### src/rtl/gpio_checkpoint_capture.sv
// gpio_checkpoint_capture
// Watches the firmware checkpoint pattern on the user-project pads
// ({code[5:0], data[31:0]}). The pads are synchronized and each new non-zero
// code is waited on until it settles. {code, data} is then queued in a small
// show-ahead FIFO that a consumer drains over a valid/ready port.
module gpio_checkpoint_capture #(
    parameter int STABLE_CYCLES = 4,  // 2..15
    parameter int DEPTH         = 8   // power of 2, 2..16
) (
    input  logic        clock,
    input  logic        resetb,
    input  logic [37:0] pad_in,
    input  logic        enable,
    output logic        rd_valid,
    input  logic        rd_ready,
    output logic [5:0]  rd_code,
    output logic [31:0] rd_data,
    output logic [4:0]  fill,
    output logic        overflow,
    input  logic        clear_overflow
);

    localparam int         PTR_W     = $clog2(DEPTH);
    localparam logic [3:0] CNT_MAX   = 4'(STABLE_CYCLES);
    // The first synchronizer stage holds the value s2 will show next cycle.
    // Comparing stage 1 against stage 2 therefore gives the same
    // "s2 equals its previous value" information one cycle earlier. That is
    // why the settle point sits one count below STABLE_CYCLES-1.
    localparam logic [3:0] SETTLE_AT = 4'(STABLE_CYCLES - 2);
    localparam logic [4:0] FULL_LVL  = 5'(DEPTH);

    logic [37:0]      sync1_q, sync2_q;
    logic [3:0]       stab_cnt_q, stab_cnt_d;
    logic [5:0]       last_code_q, last_code_d;
    logic [37:0]      mem_q [DEPTH];
    logic [PTR_W-1:0] wr_ptr_q, wr_ptr_d;
    logic [PTR_W-1:0] rd_ptr_q, rd_ptr_d;
    logic [4:0]       fill_q, fill_d;
    logic             overflow_q, overflow_d;

    logic sample_same, settled, capture_evt, push_req, push_ok, pop, drop;

    // Two-flop synchronizer on the whole pad bus.
    always_ff @(posedge clock or negedge resetb) begin
        if (!resetb) begin
            sync1_q <= '0;
            sync2_q <= '0;
        end else begin
            // NOTE: state is always updated with <= so all flops sample pre-edge values.
            sync1_q <= pad_in;
            sync2_q <= sync1_q;
        end
    end

    // Settle detection, capture decision and FIFO push/pop arbitration.
    always_comb begin
        // NOTE: every signal gets a default here so no path can infer a latch.
        stab_cnt_d  = stab_cnt_q;
        last_code_d = last_code_q;

        sample_same = (sync1_q == sync2_q);
        settled     = sample_same && (stab_cnt_q == SETTLE_AT);
        capture_evt = settled && (sync2_q[37:32] != last_code_q);
        push_req    = capture_evt && (sync2_q[37:32] != 6'd0) && enable;
        pop         = (fill_q != 5'd0) && rd_ready;
        push_ok     = push_req && ((fill_q != FULL_LVL) || pop);
        drop        = push_req && !push_ok;

        // Saturating run counter: restarts whenever the sample changes.
        if (!sample_same) begin
            stab_cnt_d = 4'd0;
        end else if (stab_cnt_q != CNT_MAX) begin
            stab_cnt_d = stab_cnt_q + 4'd1;
        end

        // Code 0 and disabled captures still move last_code, so they block a
        // later re-capture of the same code.
        if (capture_evt) begin
            last_code_d = sync2_q[37:32];
        end
    end

    // FIFO bookkeeping: pointers, fill level and sticky overflow.
    always_comb begin
        wr_ptr_d   = wr_ptr_q;
        rd_ptr_d   = rd_ptr_q;
        fill_d     = fill_q;
        overflow_d = overflow_q;

        // DEPTH is a power of 2, so the pointers wrap by plain overflow.
        if (push_ok) begin
            wr_ptr_d = wr_ptr_q + 1'b1;
        end
        if (pop) begin
            rd_ptr_d = rd_ptr_q + 1'b1;
        end

        case ({push_ok, pop})
            2'b10:   fill_d = fill_q + 5'd1;
            2'b01:   fill_d = fill_q - 5'd1;
            default: fill_d = fill_q;
        endcase

        // A new drop wins over a simultaneous clear.
        if (drop) begin
            overflow_d = 1'b1;
        end else if (clear_overflow) begin
            overflow_d = 1'b0;
        end
    end

    // Control state registers.
    always_ff @(posedge clock or negedge resetb) begin
        if (!resetb) begin
            stab_cnt_q  <= '0;
            last_code_q <= '0;
            wr_ptr_q    <= '0;
            rd_ptr_q    <= '0;
            fill_q      <= '0;
            overflow_q  <= 1'b0;
        end else begin
            stab_cnt_q  <= stab_cnt_d;
            last_code_q <= last_code_d;
            wr_ptr_q    <= wr_ptr_d;
            rd_ptr_q    <= rd_ptr_d;
            fill_q      <= fill_d;
            overflow_q  <= overflow_d;
        end
    end

    // FIFO storage write port.
    // NOTE: the storage array has no reset. Clearing fill and the pointers
    // already empties the FIFO, and the read gating hides stale words.
    always_ff @(posedge clock) begin
        if (push_ok) begin
            mem_q[wr_ptr_q] <= sync2_q;
        end
    end

    // Show-ahead head entry, forced to zero while the FIFO is empty.
    always_comb begin
        rd_valid = (fill_q != 5'd0);
        rd_code  = 6'd0;
        rd_data  = 32'd0;
        if (rd_valid) begin
            rd_code = mem_q[rd_ptr_q][37:32];
            rd_data = mem_q[rd_ptr_q][31:0];
        end
    end

    assign fill     = fill_q;
    assign overflow = overflow_q;

endmodule
### config.mk
export PLATFORM = sky130hd
export DESIGN_NAME = gpio_checkpoint_capture
export DESIGN_NICKNAME = d
export VERILOG_FILES = /design/src/rtl/gpio_checkpoint_capture.sv
export SDC_FILE = /design/constraint.sdc
export NUM_CORES = 1
export LEC_CHECK = 0
export ABC_AREA = 0
export CAP_MARGIN = 0
export CORE_MARGIN = 4
export CORE_UTILIZATION = 45
export DETAILED_ROUTE_END_ITERATION = 16
export HOLD_SLACK_MARGIN = 0.15
export PLACE_DENSITY = 0.6
export SLEW_MARGIN = 10
export SYNTH_ARGS = -nofsm -noshare
export SYNTH_HDL_FRONTEND = slang
export SYNTH_SLANG_ARGS = --single-unit
### constraint.sdc
create_clock -name clock -period 13.1 [get_ports clock]
set_input_delay 1.31 -clock clock [delete_from_list [all_inputs] [get_ports clock]]
set_output_delay 1.31 -clock clock [all_outputs]
set_load 0.05 [all_outputs]
==> results.md, run 1 <==
- Status: complete, no violations
- Sequential element share of the synthesized area: 0.767
- Post CTS Setup Buffer Count: 0
- Type of the worst min-delay path: reg -> reg
- Initial antenna violation count: 0
- Synth warnings: 0
- Die W: 191 um
- Deepest clock path buffer count: 3
- # IOs: 88
- CP max stage delay: 0.87 ns
- Drt wl/cell: 23.2 um
- Worst Path Arrival: 3.88 ns
- First-pass GRT wire length: 47.3 mm
- Maximum VDD drop: 0.133 mV
- Die ar.: 36,600 um^2
- Synth area leaders: edfxtp_1 60%, dfrtp_1 16%, mux4_2 11%
- RSZ-0062 raised after global routing: false
- Worst-Skew Late Latency: 0.52 ns
- Die H: 191 um
- Worst Path Buf+Inv: 2
- Clock-pin slew on the worst setup and hold paths: 0.06 ns
- Vias: 7,088
- Hold buffers post-CTS: 0
- Synthesized area: 15,100 um^2
- Post-route ant nets: 0
- P&R area growth vs syn: 19.3%
- Initial Util: 0.461
- Most common cell after layout, fill and taps aside: edfxtp_1
- Number of buffers created by CTS: 42
- Worst-margin pin slew: 0.973 ns
- Grt total ovfl: 0
- Hold Path Stages: 0
- Min cycle time layout: 5.19 ns
- Register bit count reported by yosys: 402
- Vias in the first global route: 7,907
- Core Region: 32,800 um^2
- DRC: 0
- CP Launch Type: flop
- Critical path cell sequence: buf_4, mux4_2, mux2i_1, nor2_1, clkdlybuf4s50_1
- Diode count: 0
- Setup violators final: 0
- Number of DRC markers in iteration 0: 399
- Clock sinks: 402
- CTS tree: built
- CP max stage cell: buf_4
- Post-synth EDFFs: 304
- Fin area: 18,000 um^2
- WS Path Type: reg -> out
- WP data required: 11.79 ns
- Slew Limit Fails: 0
- Max-cap violations: 0
- PostCTS Resize Cnt: 0
- P_leak: 0.00622 uW
- Yosys top cell by area: edfxtp_1
- Fin cells: 1,323
- Largest net degree at the start of global routing: 53
- Gpl congestion: 0.728
- Unique masters post-synth: 41
- Mapped Cells: 731
- Top delay family on crit path: buffers and inverters
- # port buffers: 87
- Root Driver: clkbuf_16
- Clk_skew: 0.0164 ns
- Slew HR: 0.351
- Initial DRT Pass Iterations: 4
- Cell Rows: 66
- Fillers: 2,494
- Post-synthesis net count: 783
- CP max FO: 48
- Vias per std cell: 5.36
- Post-Route Setup TNS: 0 ns
- # nets final: 899
- Dpl cell area: 16,600 um^2
- Util after Layout: 0.550
- Gr usage total: 0.172
- CP Depth: 5
- Mean Syn Cell Area: 20.7 um^2
- Synth Flop Type: edfxtp_1
- Dpl cells: 1,245
- Final period util: 0.396
- Fraction of layout cells with a size suffix above 1: 0.212
- Power Dens Cells: 214 nW/um^2
- H-tree depth: 2
- Detailed Place HPWL: 17.2 mm
- Area occupied by multi-input gates: 3460 um^2
- Fmax: 0.193 GHz
- Post-synth ARST share: 0.244
- Top cell type's share of synthesized area: 0.604
- Reg2reg path depth: 7
- Register cell area after layout: 11,600 um^2
- Most frequent cells in the layout: 304 x edfxtp_1, 95 x dfrtp_1, 86 x clkdlybuf4s50_1
- Routed wire length: 30.7 mm
- CP Capture Type: output port
- Final hold vios: 0
kinds of logic (layout without fill, tap and decap cells):
group / count (synthesis) / count (layout) / share of synthesized area
flip-flops: 402 / 402 / 0.767
multiplexers: 124 / 124 / 0.146
AND/OR/NAND/NOR: 99 / 99 / 0.0333
XOR/XNOR: 53 / 53 / 0.0307
buffers and inverters: 31 / 181 / 0.00820
AO/OA/AOI/OAI: 13 / 13 / 0.00679
adder cells (fa/ha/maj): 9 / 9 / 0.00795
state kept, by name, indices dropped and copies added (netlist names):
name	flops
mem_q	304
sync1_q	38
sync2_q	38
last_code_q	6
fill	5
stab_cnt_q	4
rd_ptr_q	3
wr_ptr_q	3
overflow	1
cell type report:
type                            count  share of cell area
Clock buffer                       59              0.0682
Clock inverter                     19              0.0121
Inverter                            4            0.000833
Multi-Input combinational cell    298               0.192
Sequential cell                   402               0.643
Tap cell                          442              0.0307
Timing Repair Buffer               99              0.0532
layer usage:
metal | track usage | part of all wire | vias up
li1 | - | - | 3113
met1 | 0.234 | 0.43 | 3776
met2 | 0.295 | 0.51 | 158
met3 | 0.0283 | 0.044 | 41
met4 | 0.0373 | 0.015 | 0
met5 | 0 | 0 | -
per-stage QoR:
step	hold slack, ns	setup WS [ns]	power [uW]
2_1_floorplan	0.373	7.92	2330
3_3_place_gp	0.379	8.30	2680
3_5_place_dp	0.379	8.30	2690
4_1_cts	0.387	7.72	3910
5_1_grt	0.397	7.55	4020
6_report	0.384	7.91	3860
worst paths after layout:
check / startpoint / end / slack, ns
max in group asynchronous: resetb / rd_ptr_q[0] / 10.94
min in group asynchronous: resetb / stab_cnt_q[1] / 0.80
worst max register to register: sync2_q[6] / mem_q[2][22] / 9.09
worst min-delay path: sync1_q[7] / sync2_q[7] / 0.38
worst max-delay path: rd_ptr_q[0] / rd_data[17] / 7.91
worst min register to register: sync1_q[7] / sync2_q[7] / 0.38
power breakdown:
part           switching, uW  internal (uW)  total (uW)
registers                126           1400        1520
clock network            463            753        1220
logic                    634            483        1120
total                   1220           2630        3860
synthesized netlist by cell type, types with 6 or more instances:
library cell and n:
nand4_1 9, dfrtp_1 98, clkbuf_1 17, mux2_2 7
mux4_2 76, ha_1 8, xnor2_1 50, nand2_1 12
edfxtp_1 304, buf_2 6, nor2_1 52, mux2i_1 39
Power figures use the tool's default switching activity.
==> run 2, diff against run 1 <==
==> constraint.sdc (replaced) <==
create_clock -name clock -period 5 [get_ports clock]
set_input_delay 0.5 -clock clock [delete_from_list [all_inputs] [get_ports clock]]
set_output_delay 0.5 -clock clock [all_outputs]
set_load 0.05 [all_outputs]
==> run 2 against run 1 <==
  * Setup slack worse by 6.9 ns
  * Sequential share of layout area is 0.26 points higher
  * Clock power increased by 140%
  * Sequential power rose to 2.6 times the previous value
  * Combinational power increased to 2.6 times the previous value
==> results.md, run 2 (synthesized netlist as in run 1, its figures left out) <==
- Initial antenna violation count: 0
- H-tree depth: 2
- P&R area growth vs syn: 18.9%
- Die W: 191 um
- Clock-pin slew on the worst setup and hold paths: 0.06 ns
- WS Path Type: reg -> out
- Number of DRC markers in iteration 0: 406
- Drt wl/cell: 23.1 um
- Diode count: 0
- # IOs: 88
- CP Capture Type: output port
- Biggest regs: mem_q x304, sync1_q x38, sync2_q x38
- Vias: 7,129
- Final period util: 0.790
- Most frequent cells in the layout: 304 x edfxtp_1, 95 x dfrtp_1, 86 x clkdlybuf4s50_1
- Maximum VDD drop: 0.409 mV
- Post CTS Setup Buffer Count: 0
- # nets final: 901
- Dpl cell area: 16,600 um^2
- Grt total ovfl: 0
- DRC: 0
- Status: complete, no violations
- Deepest clock path buffer count: 3
- Core Region: 32,800 um^2
- CP max FO: 36
- Setup violators final: 0
- Detailed Place HPWL: 17.1 mm
- Fin area: 18,000 um^2
- Largest net degree at the start of global routing: 71
- CP Launch Type: flop
- Vias in the first global route: 7,945
- Clock sinks: 402
- Initial Util: 0.461
- Biggest register: mem_q
- Most common cell after layout, fill and taps aside: edfxtp_1
- Gr usage total: 0.172
- PostCTS Resize Cnt: 0
- Vias per std cell: 5.38
- Routed wire length: 30.6 mm
- Fin cells: 1,324
- Cell Rows: 66
- Worst Path Arrival: 3.45 ns
- Min cycle time layout: 3.95 ns
- Final hold vios: 0
- Slew HR: 0.323
- WP data required: 4.50 ns
- Hold buffers post-CTS: 0
- Max-cap violations: 0
- Type of the worst min-delay path: in -> async
- Root Driver: clkbuf_16
- Die H: 191 um
- Gpl congestion: 0.732
- Post-route ant nets: 0
- P_leak: 0.00617 uW
- Dpl cells: 1,247
- RSZ-0062 raised after global routing: false
- First-pass GRT wire length: 47.5 mm
- Die ar.: 36,600 um^2
- Post-Route Setup TNS: 0 ns
- # port buffers: 87
- Largest register FFs: 304
- Slew Limit Fails: 0
- Initial DRT Pass Iterations: 5
- Worst-Skew Late Latency: 0.52 ns
- Number of buffers created by CTS: 42
- Worst-margin pin slew: 1.02 ns
- Clk_skew: 0.0201 ns
- CTS tree: built
- Power Dens Cells: 553 nW/um^2
- Fmax: 0.253 GHz
- Fraction of layout cells with a size suffix above 1: 0.209
-- run 2: area by class of cell --
cell class / count / area (um^2)
Tap cell: 442 / 553
Timing Repair Buffer: 101 / 998
Fill cell: 2535 / 14800
Clock inverter: 22 / 163
Inverter: 4 / 15.0
Multi-Input combinational cell: 298 / 3460
Clock buffer: 55 / 1170
Sequential cell: 402 / 11600
-- run 2: metrics by stage --
stage | util | total power, uW | setup slack (ns) | hold WS, ns
floorplan | - | 6110 | 0.221 | 0.204
global placement | 0.507 | 7040 | 1.50 | 0.378
detailed placement | 0.507 | 7070 | 1.49 | 0.382
CTS | 0.548 | 10100 | 0.935 | 0.201
global route | 0.548 | 10300 | 0.803 | 0.246
finish | 0.548 | 9920 | 1.05 | 0.165
-- run 2: power by group --
group | internal, uW | total (uW) | switching (uW)
sequential | 3660 | 4000 | 340
combinational | 1280 | 2950 | 1660
clock | 1750 | 2970 | 1220
total | 6700 | 9920 | 3220
-- run 2: final timing paths --
path	endpoint	from	cells after the start	slack [ns]
max in group asynchronous	rd_ptr_q[0]	resetb	2	3.77
worst min-delay path	last_code_q[2]	resetb	1	0.16
worst min register to register	sync2_q[12]	sync1_q[12]	0	0.39
worst max-delay path	rd_code[5]	rd_ptr_q[0]	5	1.05
min in group clock	sync2_q[12]	sync1_q[12]	0	0.39
worst max register to register	mem_q[0][7]	sync2_q[27]	7	1.56
-- run 2: per-layer routing --
metal | global-route usage | up-vias | wire length (um)
li1 | - | 3116 | -
met1 | 0.236 | 3805 | 13200
met4 | 0.0340 | 0 | 450
met2 | 0.295 | 167 | 15500
met5 | 0 | - | 0
met3 | 0.0301 | 41 | 1410
-- run 2: worst max-delay path, stage by stage, from the launching register on --
cell and delay, ns:
dfrtp_4 0.92, buf_4 0.42, mux4_2 0.56, mux2i_1 0.16, nor2_1 0.10, clkdlybuf4s50_1 0.74
